<file path="config.mk">
export PLATFORM = sky130hd
export DESIGN_NAME = anita3_pps_conditioner
export DESIGN_NICKNAME = d
export VERILOG_FILES = /design/src/rtl/anita3_pps_conditioner.sv
export SDC_FILE = /design/constraint.sdc
export NUM_CORES = 1
export LEC_CHECK = 0
export CORE_MARGIN = 1
export CORE_UTILIZATION = 58
export DETAILED_ROUTE_END_ITERATION = 7
export GPL_TIMING_DRIVEN = 0
export PLACE_DENSITY = 0.84
export SYNTH_ARGS = -nofsm -noshare
export SYNTH_HDL_FRONTEND = slang
export SYNTH_SLANG_ARGS = --single-unit
</file>
<file path="constraint.sdc">
create_clock -name clk250_i -period 4.6 [get_ports clk250_i]
set_input_delay 0.69 -clock clk250_i [delete_from_list [all_inputs] [get_ports clk250_i]]
set_output_delay 0.69 -clock clk250_i [all_outputs]
set_load 0.005 [all_outputs]
</file>
<file path="src/rtl/anita3_pps_conditioner.sv">
// anita3_pps_conditioner
// Turns the raw, asynchronous GPS PPS into a clean one-clock pulse in the
// clk250_i domain. Each GPS edge is checked against the nominal 1 s period,
// and early glitches are rejected. During GPS dropouts a synthetic PPS keeps
// the downstream timebase advancing.
//
// Ports:
//   clk250_i        sole clock (250 MHz)
//   rst_n_i         async active-low reset, released synchronously inside
//   gps_pps_i       raw GPS PPS, asynchronous, active-high, >= 2 clocks wide
//   gps_en_i        0 masks GPS edges (treated as absent)
//   pps_o           conditioned PPS, exactly one clock high
//   locked_o        state is LOCKED or HOLDOVER
//   holdover_o      state is HOLDOVER
//   last_period_o   period count at the last accepted GPS edge
//   missed_count_o  consecutive synthetic pulses in the current holdover
//   glitch_count_o  early edges rejected since reset, saturating
module anita3_pps_conditioner #(
  parameter int NOMINAL_PERIOD = 250000000,
  parameter int TOLERANCE      = 2500,
  parameter int LOCK_COUNT     = 3,
  parameter int HOLDOVER_MAX   = 16
) (
  input  logic        clk250_i,
  input  logic        rst_n_i,
  input  logic        gps_pps_i,
  input  logic        gps_en_i,
  output logic        pps_o,
  output logic        locked_o,
  output logic        holdover_o,
  output logic [27:0] last_period_o,
  output logic [7:0]  missed_count_o,
  output logic [7:0]  glitch_count_o
);

  localparam logic [27:0] WIN_LO   = 28'(NOMINAL_PERIOD - TOLERANCE);
  localparam logic [27:0] WIN_HI   = 28'(NOMINAL_PERIOD + TOLERANCE);
  localparam logic [27:0] NOM      = 28'(NOMINAL_PERIOD);
  localparam logic [27:0] CNT_MAX  = 28'hFFF_FFFF;
  localparam logic [3:0]  LOCK_CNT = 4'(LOCK_COUNT);
  localparam logic [7:0]  HOLD_MAX = 8'(HOLDOVER_MAX);

  typedef enum logic [1:0] {
    ST_ACQUIRE  = 2'd0,
    ST_LOCKED   = 2'd1,
    ST_HOLDOVER = 2'd2
  } state_t;

  logic [1:0]  rst_sync_r;
  logic        rst_int_n_s;
  logic [1:0]  pps_sync_r;
  logic        pps_sync_d_r;
  logic        edge_s;
  logic        edge_r;
  logic        edge_ok_s;
  logic [27:0] cnt_r;
  logic [27:0] c_s;
  logic        in_win_s;
  logic        early_s;
  state_t      state_r;
  state_t      state_next_s;
  logic [3:0]  g_r;
  logic [3:0]  g_next_s;
  logic [3:0]  g_cand_s;
  logic        pps_r;
  logic        pps_next_s;
  logic        locked_r;
  logic        holdover_r;
  logic [27:0] last_r;
  logic [27:0] last_next_s;
  logic [7:0]  missed_r;
  logic [7:0]  missed_next_s;
  logic [7:0]  missed_inc_s;
  logic [7:0]  glitch_r;
  logic [7:0]  glitch_next_s;
  logic [7:0]  glitch_inc_s;

  // Reset release synchronizer: assert immediately, deassert after two clocks.
  always_ff @(posedge clk250_i or negedge rst_n_i) begin
    if (!rst_n_i) begin
      rst_sync_r <= 2'b00;
    end else begin
      rst_sync_r <= {rst_sync_r[0], 1'b1};
    end
  end

  assign rst_int_n_s = rst_sync_r[1];

  // Rising edge of the synchronized GPS PPS, gated by the enable.
  assign edge_s    = pps_sync_r[1] & ~pps_sync_d_r & gps_en_i;
  // Guard keeps pps_o from ever being high on two consecutive cycles.
  assign edge_ok_s = edge_r & ~pps_r;

  // cnt_r is 0 on the pps cycle, so c_s equals the spacing from the last
  // pulse to the pulse this cycle would emit; all window checks use c_s.
  assign c_s      = (cnt_r == CNT_MAX) ? CNT_MAX : (cnt_r + 28'd1);
  assign in_win_s = (c_s >= WIN_LO) && (c_s <= WIN_HI);
  assign early_s  = (c_s < WIN_LO);

  assign g_cand_s     = ((g_r == 4'd0) || !in_win_s) ? 4'd1 : (g_r + 4'd1);
  assign missed_inc_s = (missed_r == 8'hFF) ? missed_r : (missed_r + 8'd1);
  assign glitch_inc_s = (glitch_r == 8'hFF) ? glitch_r : (glitch_r + 8'd1);

  // Next-state and next-output decode for acquire / lock / holdover.
  always_comb begin
    state_next_s  = state_r;
    pps_next_s    = 1'b0;
    g_next_s      = g_r;
    last_next_s   = last_r;
    missed_next_s = missed_r;
    glitch_next_s = glitch_r;
    case (state_r)
      ST_ACQUIRE: begin
        if (edge_ok_s) begin
          pps_next_s    = 1'b1;
          last_next_s   = c_s;
          missed_next_s = 8'd0;
          g_next_s      = g_cand_s;
          if (g_cand_s >= LOCK_CNT) begin
            state_next_s = ST_LOCKED;
          end else begin
            state_next_s = ST_ACQUIRE;
          end
        end else begin
          state_next_s = ST_ACQUIRE;
        end
      end
      ST_LOCKED: begin
        if (edge_ok_s && in_win_s) begin
          pps_next_s    = 1'b1;
          last_next_s   = c_s;
          missed_next_s = 8'd0;
        end else if (c_s >= WIN_HI) begin
          // GPS overdue: synthetic pulse at the late edge of the window.
          pps_next_s    = 1'b1;
          missed_next_s = 8'd1;
          if (HOLD_MAX <= 8'd1) begin
            state_next_s = ST_ACQUIRE;
            g_next_s     = 4'd0;
          end else begin
            state_next_s = ST_HOLDOVER;
          end
        end else if (edge_ok_s && early_s) begin
          glitch_next_s = glitch_inc_s;
        end else begin
          state_next_s = ST_LOCKED;
        end
      end
      ST_HOLDOVER: begin
        if (edge_ok_s && in_win_s) begin
          pps_next_s    = 1'b1;
          last_next_s   = c_s;
          missed_next_s = 8'd0;
          state_next_s  = ST_LOCKED;
        end else if (c_s >= NOM) begin
          pps_next_s    = 1'b1;
          missed_next_s = missed_inc_s;
          if (missed_inc_s >= HOLD_MAX) begin
            state_next_s = ST_ACQUIRE;
            g_next_s     = 4'd0;
          end else begin
            state_next_s = ST_HOLDOVER;
          end
        end else if (edge_ok_s && early_s) begin
          glitch_next_s = glitch_inc_s;
        end else begin
          state_next_s = ST_HOLDOVER;
        end
      end
      default: begin
        state_next_s = ST_ACQUIRE;
        g_next_s     = 4'd0;
      end
    endcase
  end

  // State, counters, synchronizer and registered outputs.
  always_ff @(posedge clk250_i or negedge rst_int_n_s) begin
    if (!rst_int_n_s) begin
      pps_sync_r   <= 2'b00;
      pps_sync_d_r <= 1'b0;
      edge_r       <= 1'b0;
      cnt_r        <= 28'd0;
      state_r      <= ST_ACQUIRE;
      g_r          <= 4'd0;
      pps_r        <= 1'b0;
      locked_r     <= 1'b0;
      holdover_r   <= 1'b0;
      last_r       <= 28'd0;
      missed_r     <= 8'd0;
      glitch_r     <= 8'd0;
    end else begin
      pps_sync_r   <= {pps_sync_r[0], gps_pps_i};
      pps_sync_d_r <= pps_sync_r[1];
      edge_r       <= edge_s;
      cnt_r        <= pps_next_s ? 28'd0 : c_s;
      state_r      <= state_next_s;
      g_r          <= g_next_s;
      pps_r        <= pps_next_s;
      locked_r     <= (state_next_s != ST_ACQUIRE);
      holdover_r   <= (state_next_s == ST_HOLDOVER);
      last_r       <= last_next_s;
      missed_r     <= missed_next_s;
      glitch_r     <= glitch_next_s;
    end
  end

  assign pps_o          = pps_r;
  assign locked_o       = locked_r;
  assign holdover_o     = holdover_r;
  assign last_period_o  = last_r;
  assign missed_count_o = missed_r;
  assign glitch_count_o = glitch_r;

endmodule

</file>
# After elaboration in Yosys (flattened, before gate mapping)

Index checks and enable logic that the tools add are counted.

Reductions and logical operators: 16
Equality and inequality tests: 16
$add $sub $neg: 4
$lt $le $gt $ge: 7
Bitwise logic cells: 6
Muxes and demuxes: 41

Operators by type and width:

| cell                                                                                | count |
|---|---|
| 28-bit 2-to-1 mux                                                                   | 4 |
| 8-bit 2-to-1 mux                                                                    | 12 |
| 28-bit greater-or-equal comparator, second input constant                           | 3 |
| 28-bit case mux with 2 select lines                                                 | 1 |
| 28-bit by 1-bit adder with 28-bit output, second input constant                     | 1 |
| 28-bit == test, second input constant                                               | 1 |
| 28-bit less-or-equal comparator, second input constant                              | 1 |
| 28-bit < comparator, second input constant                                          | 1 |
| 8-bit case mux with 3 select lines                                                  | 1 |
| 4-bit 2-to-1 mux                                                                    | 5 |
| 8-bit by 1-bit adder with 8-bit output, second input constant                       | 2 |
| 8-bit == test, second input constant                                                | 2 |
| 2-bit 2-to-1 mux                                                                    | 8 |
| 8-bit case mux with 2 select lines                                                  | 1 |
| 2-bit inequality test, second input constant                                        | 7 |
| 4-bit case mux with 3 select lines                                                  | 1 |
| 5-bit AND reduction                                                                 | 2 |
| 8-bit by 5-bit greater-or-equal comparator with 1-bit output, second input constant | 1 |
| 1-bit 2-to-1 mux                                                                    | 6 |
| 3-bit inequality test, second input constant                                        | 2 |
| 2-bit case mux with 3 select lines                                                  | 1 |
| 2-bit nonzero test                                                                  | 3 |
| 4-bit by 1-bit adder with 4-bit output, second input constant                       | 1 |
| 2-bit == test, second input constant                                                | 2 |
| 15 further kinds                                                                    | 21 |

Register bits after elaboration: 87
Input bits: 4

# Longest topological paths before layout

Depth in word-level cells: 12
Gate-level depth with buffers: 15
Gate-level depth less buffers: 11

# Worst setup path before layout

No wires, ideal clock.

Path kind: reg2reg
Start point: register cnt_r[0]
End point: register last_r[20], in the netlist last_period_o[20]
Setup slack: 0.931 ns
Buffers on the path: 3
Period minus slack after synthesis: 3.669 ns
Data arrival time: 3.541 ns
Data required time: 4.473 ns
Cell stages (with the launch flop): 15
Cell sequence: dfrtp_1 > ha_1 > clkbuf_1 > nand3_1 > nor4_1 > xnor2_1 > or4_1 > a21oi_1 > nand4b_1 > a21o_1 > o21ai_4 > o21a_1 > buf_6 > buf_6 > mux2_1

Word-level cells in the longest chain between the ends: 7

RTL lines:

| what                                                                                         | line     | source |
|---|---|---|
| start: declaration                                                                           | 56       | `logic [27:0] cnt_r;` |
| start signal: assignment                                                                     | 196      | `cnt_r <= pps_next_s ? 28'd0 : c_s;` |
| 28-bit by 1-bit adder with 28-bit output / 28-bit == test (equally long branches)            | 96       | `assign c_s = (cnt_r == CNT_MAX) ? CNT_MAX : (cnt_r + 28'd1);` |
| 28-bit 2-to-1 mux (*)                                                                        | 96       |  |
| 28-bit greater-or-equal comparator / 28-bit less-or-equal comparator (equally long branches) | 97       | `assign in_win_s = (c_s >= WIN_LO) && (c_s <= WIN_HI);` |
| 1-bit logical AND                                                                            | 97       |  |
| 1-bit logical AND                                                                            | 129, 150 |  |
| 2-bit by 1-bit inequality test with 1-bit output (no source line)                            | --       |  |
| 3-bit AND reduction (no source line)                                                         | --       |  |
| end signal: assignment                                                                       | 202      | `last_r <= last_next_s;` |
| end: declaration                                                                             | 69       | `logic [27:0] last_r;` |

Every way passes the cells marked *; elsewhere a longest branch is shown, timed or not. The select of a mux whose other input is x is not followed.
A chain may end at the register's enable or synchronous reset.

# Final worst setup path

Start point: register cnt_r[0]
End point: register last_r[22], in the netlist last_period_o[22]

Same word-level chain as after synthesis.

==> impl_metrics.csv <==
group,metric,value,unit
status,status,"completed",
timing,max_slew_margin,47.30,%
logic_synthesis,yosys_register_bits,87,
cts,cts_max_path_buffers,2,
detailed_routing,vias_per_cell,6.600,
cts,cts_tree,"built",
logic_synthesis,synth_area,5363,sq um
power,vdd_drop_max,298.6,uV
logic_synthesis,post-synth-top-area-cell,"dfrtp_1",
placement,hpwl,10610,um
cts,cts_setup_buffers,0,
worst_setup_path,reg2regPathDepth,13,
worst_setup_path,cpMostUsedCell,"buf_6",
detailed_routing,first_iter_violations,396,
detailed_routing,dr.pass1.iters,5,
worst_setup_path,crit_type,"register to register",
logic_synthesis,synth_edf_count,0,
timing,period_share,96.48,%
cts,htree_levels,3,
run,cap_violations,0,
timing,fin_crit,4438,ps
timing,holdWs,332.2,ps
detailed_routing,route.detailed.drc,0,
timing,tightest_slew,788.7,ps
timing,hold_viol_final,0,
logic_synthesis,synth_area_leaders,"dfrtp_1, mux2_1, nand2_1",
worst_setup_path,cp-start-kind,"register",
finish,nets,635,
logic_synthesis,syn_avg_cell_area,9.559,sq um
detailed_routing,dr_total_vias,4851,
detailed_routing,final_antenna_net_count,0,
floorplanning,ios,51,
placement,placedCellCount,720,
logic_synthesis,synth_cells,561,
placement,port_buffers,50,
finish,final_layout_size_suffix_gt1_share,11.48,%
detailed_routing,drt-total-wl,14680,um
logic_synthesis,synthFlopType,"dfrtp_1",
timing,setup_viol,0,
logic_synthesis,syn_nets,574,
grt,first_global_vias,4712,
grt,overflow,0,
detailed_routing,wl_per_cell,19.98,um
timing,fin_skew,14.54,ps
power,power-per-cell-area,242.7,nW/um^2
grt,grt_max_degree,48,
floorplanning,dieArea,9634,sq um
logic_synthesis,ys_types,78,
finish,fin_cells,735,
floorplanning,die_w,98.16,um
cts,clkLatencyLatePin,360,ps
logic_synthesis,synth_top_area_share,40.60,%
logic_synthesis,ys_async_sr_fraction,100.0,%
placement,place.gp.congestion,0.9458,
cts,clk_pin_slew,100,ps
worst_setup_path,crit_fanout,10,
finish,antenna_cells,0,
worst_setup_path,end_kind,"register",
logic_synthesis,ys_seq_area_share,40.60,%
worst_setup_path,setup.worst_path.start,"cnt_r[0]",
cts,cts_sinks,87,
worst_setup_path,worstSetupEndpoint,"last_period_o[22]",
grt,grt_pass1_wl,24070,um
timing,rsz0062_at_grt,"no",
worst_setup_path,path_cells,"ha_2 -> nand3_1 -> nor4_1 -> xnor2_1 -> or4_1 -> a21oi_1 -> nand4b_1 -> a21o_1 -> o21ai_4 -> o21a_1 -> buf_6 -> buf_6 -> mux2_1",
grt,track_usage,31.90,%
finish,area_delta_synth_final,16.66,%
cts,numCtsBuffers,9,
worst_setup_path,critPathSlowestCell,"or4_1",
worst_setup_path,r2r_start,"cnt_r[0]",
grt,antenna_found_initial,0,
worst_setup_path,required,4830,ps
timing,fmaxAchievable,0.2253,GHz
floorplanning,initial_core_util,60.61,%
floorplanning,die_h,98.16,um
timing,final-max-slew-violation-count,0,
cts,cts_root_buffer,"clkbuf_8",
min_path,hold_path.class,"register to asynchronous set/reset pin",
worst_setup_path,arrival,4670,ps
floorplanning,rows,34,
worst_setup_path,r2r_end,"last_period_o[22]",
logic_synthesis,yosysWarnings,0,
worst_setup_path,rrSetupSlack,160,ps
power,leakagePower,0.002771,uW
floorplanning,design.core.area,8848,sq um
cts,cts-hold-fix-buffers,0,
worst_setup_path,slowest_delay,620,ps
## cells in the mapped netlist (all sizes together) (5+ instances only)
cell type,number
a211oi,6
a21o,5
a21oi,37
and2,7
and3,8
and4,10
buf,18
clkbuf,12
dfrtp,87
ha,9
inv,24
mux2,30
mux2i,7
nand2,53
nand3,30
nand4,13
nor2,30
nor2b,7
nor3,17
nor4,12
o211ai,10
o21a,6
o21ai,14
o221ai,5
o311ai,5
or3,6
or4,7
xnor2,15
xor2,8
## timing repair
action,4_1_cts,5_1_grt
pin swaps,0,0
resized for setup,1,2
endpoints found under the setup margin,56,65
## layout make-up
| cell class | count | area, sq um |
|---|---|---|
| multi-input combinational | 420 | 2948 |
| fill | 654 | 2592 |
| sequential | 87 | 2181 |
| timing repair buffer | 51 | 528.0 |
| buffer | 29 | 161.4 |
| clock buffer | 10 | 137.6 |
| tap | 108 | 135.1 |
| inverter | 24 | 90.09 |
| clock inverter | 6 | 75.07 |
## per-layer routing
metal  up-vias  track usage (%)  routed length [um]
met5         -                0                   0
met4         0            12.97                 446
met2       246            47.35                6566
met3        37            6.872                1248
met1      2356            45.67                6423
li1       2212                -                   -
## flip-flops by register name (all words and copies together) (netlist names)
name / cells
cnt_r: 28
last_period_o: 28
glitch_count_o: 8
missed_count_o: 8
g_r: 4
pps_sync_r: 2
rst_sync_r: 2
state_r: 2
edge_r: 1
holdover_o: 1
locked_o: 1
pps_o: 1
pps_sync_d_r: 1
## per-stage QoR
| stage | setup slack (ps) | instance area, sq um | utilization (%) | power, uW | setup TNS (ps) |
|---|---|---|---|---|---|
| final | 162.1 | 6256 | 70.70 | 1518 | 0 |
| after CTS | 38.45 | 6248 | 70.62 | 1526 | 0 |
| after floorplan | 931.4 | 5363 | - | 878.7 | 0 |
| after detailed placement | -264.3 | 6030 | 68.14 | 948.5 | -6509 |
| after global placement | -258.9 | 5998 | 67.79 | 937.5 | -6068 |
| after global routing | 72.07 | 6256 | 70.70 | 1571 | 0 |
## cell usage in the layout (no fill, tap or decap), types with 5 or more instances in the layout
cell	synthesis	routed
clkdlybuf4s50_1	0	50
o21ai_0	13	13
xnor2_1	15	15
nor3_1	17	17
clkbuf_8	0	10
nor2_1	30	30
and3_1	8	8
or4_1	5	5
o211ai_1	10	10
nand3_1	29	29
a21oi_1	34	34
mux2_1	18	18
clkbuf_1	12	11
mux2_2	12	12
mux2i_1	7	7
o221ai_1	5	5
and2_1	6	6
nor4_1	11	10
and4_1	9	9
xor2_1	8	8
or3_1	5	5
inv_1	24	24
a21o_1	5	5
nand4_1	13	13
dfrtp_1	87	86
o21a_1	6	6
ha_1	9	8
nor2b_1	7	7
nand2_1	53	53
buf_2	12	12
## kinds of logic after synthesis
group | count (synthesis) | share of synthesized area [%]
other | 1 | 0.06993
XOR/XNOR | 23 | 3.757
flip-flops | 87 | 40.60
AO/OA/AOI/OAI | 128 | 17.80
buffers and inverters | 54 | 4.760
multiplexers | 37 | 7.606
AND/OR/NAND/NOR | 222 | 23.31
adder cells (fa/ha/maj) | 9 | 2.100
## how the worst min path moves through the flow
| stage | slack [ps] | cells past startpoint | to |
|---|---|---|---|
| after detailed placement | 330 | 0 | last_period_o[17] |
| after global routing | 360 | 0 | pps_sync_r[1] |
| after CTS | 350 | 0 | glitch_count_o[3] |
| final | 330 | 0 | glitch_count_o[4] |
| after global placement | 330 | 0 | pps_sync_r[1] |
| after floorplan | 330 | 0 | pps_sync_r[1] |
## report_power, final
group	leakage (uW)	internal [uW]	switching (uW)
sequential	0.00112	789	35.7
combinational	0.00155	63.8	45.0
clock	0.000105	275	310
## worst max-delay path: cells and delay by family, from the launching register on
| family | cells | cell delay, ps |
|---|---|---|
| AND/OR/NAND/NOR | 4 | 1410 |
| AO/OA/AOI/OAI | 4 | 1050 |
| flip-flops | 1 | 530 |
| adder cells (fa/ha/maj) | 1 | 380 |
| multiplexers | 1 | 360 |
| buffers and inverters | 2 | 340 |
| XOR/XNOR | 1 | 230 |
Power figures use the tool's default switching activity.
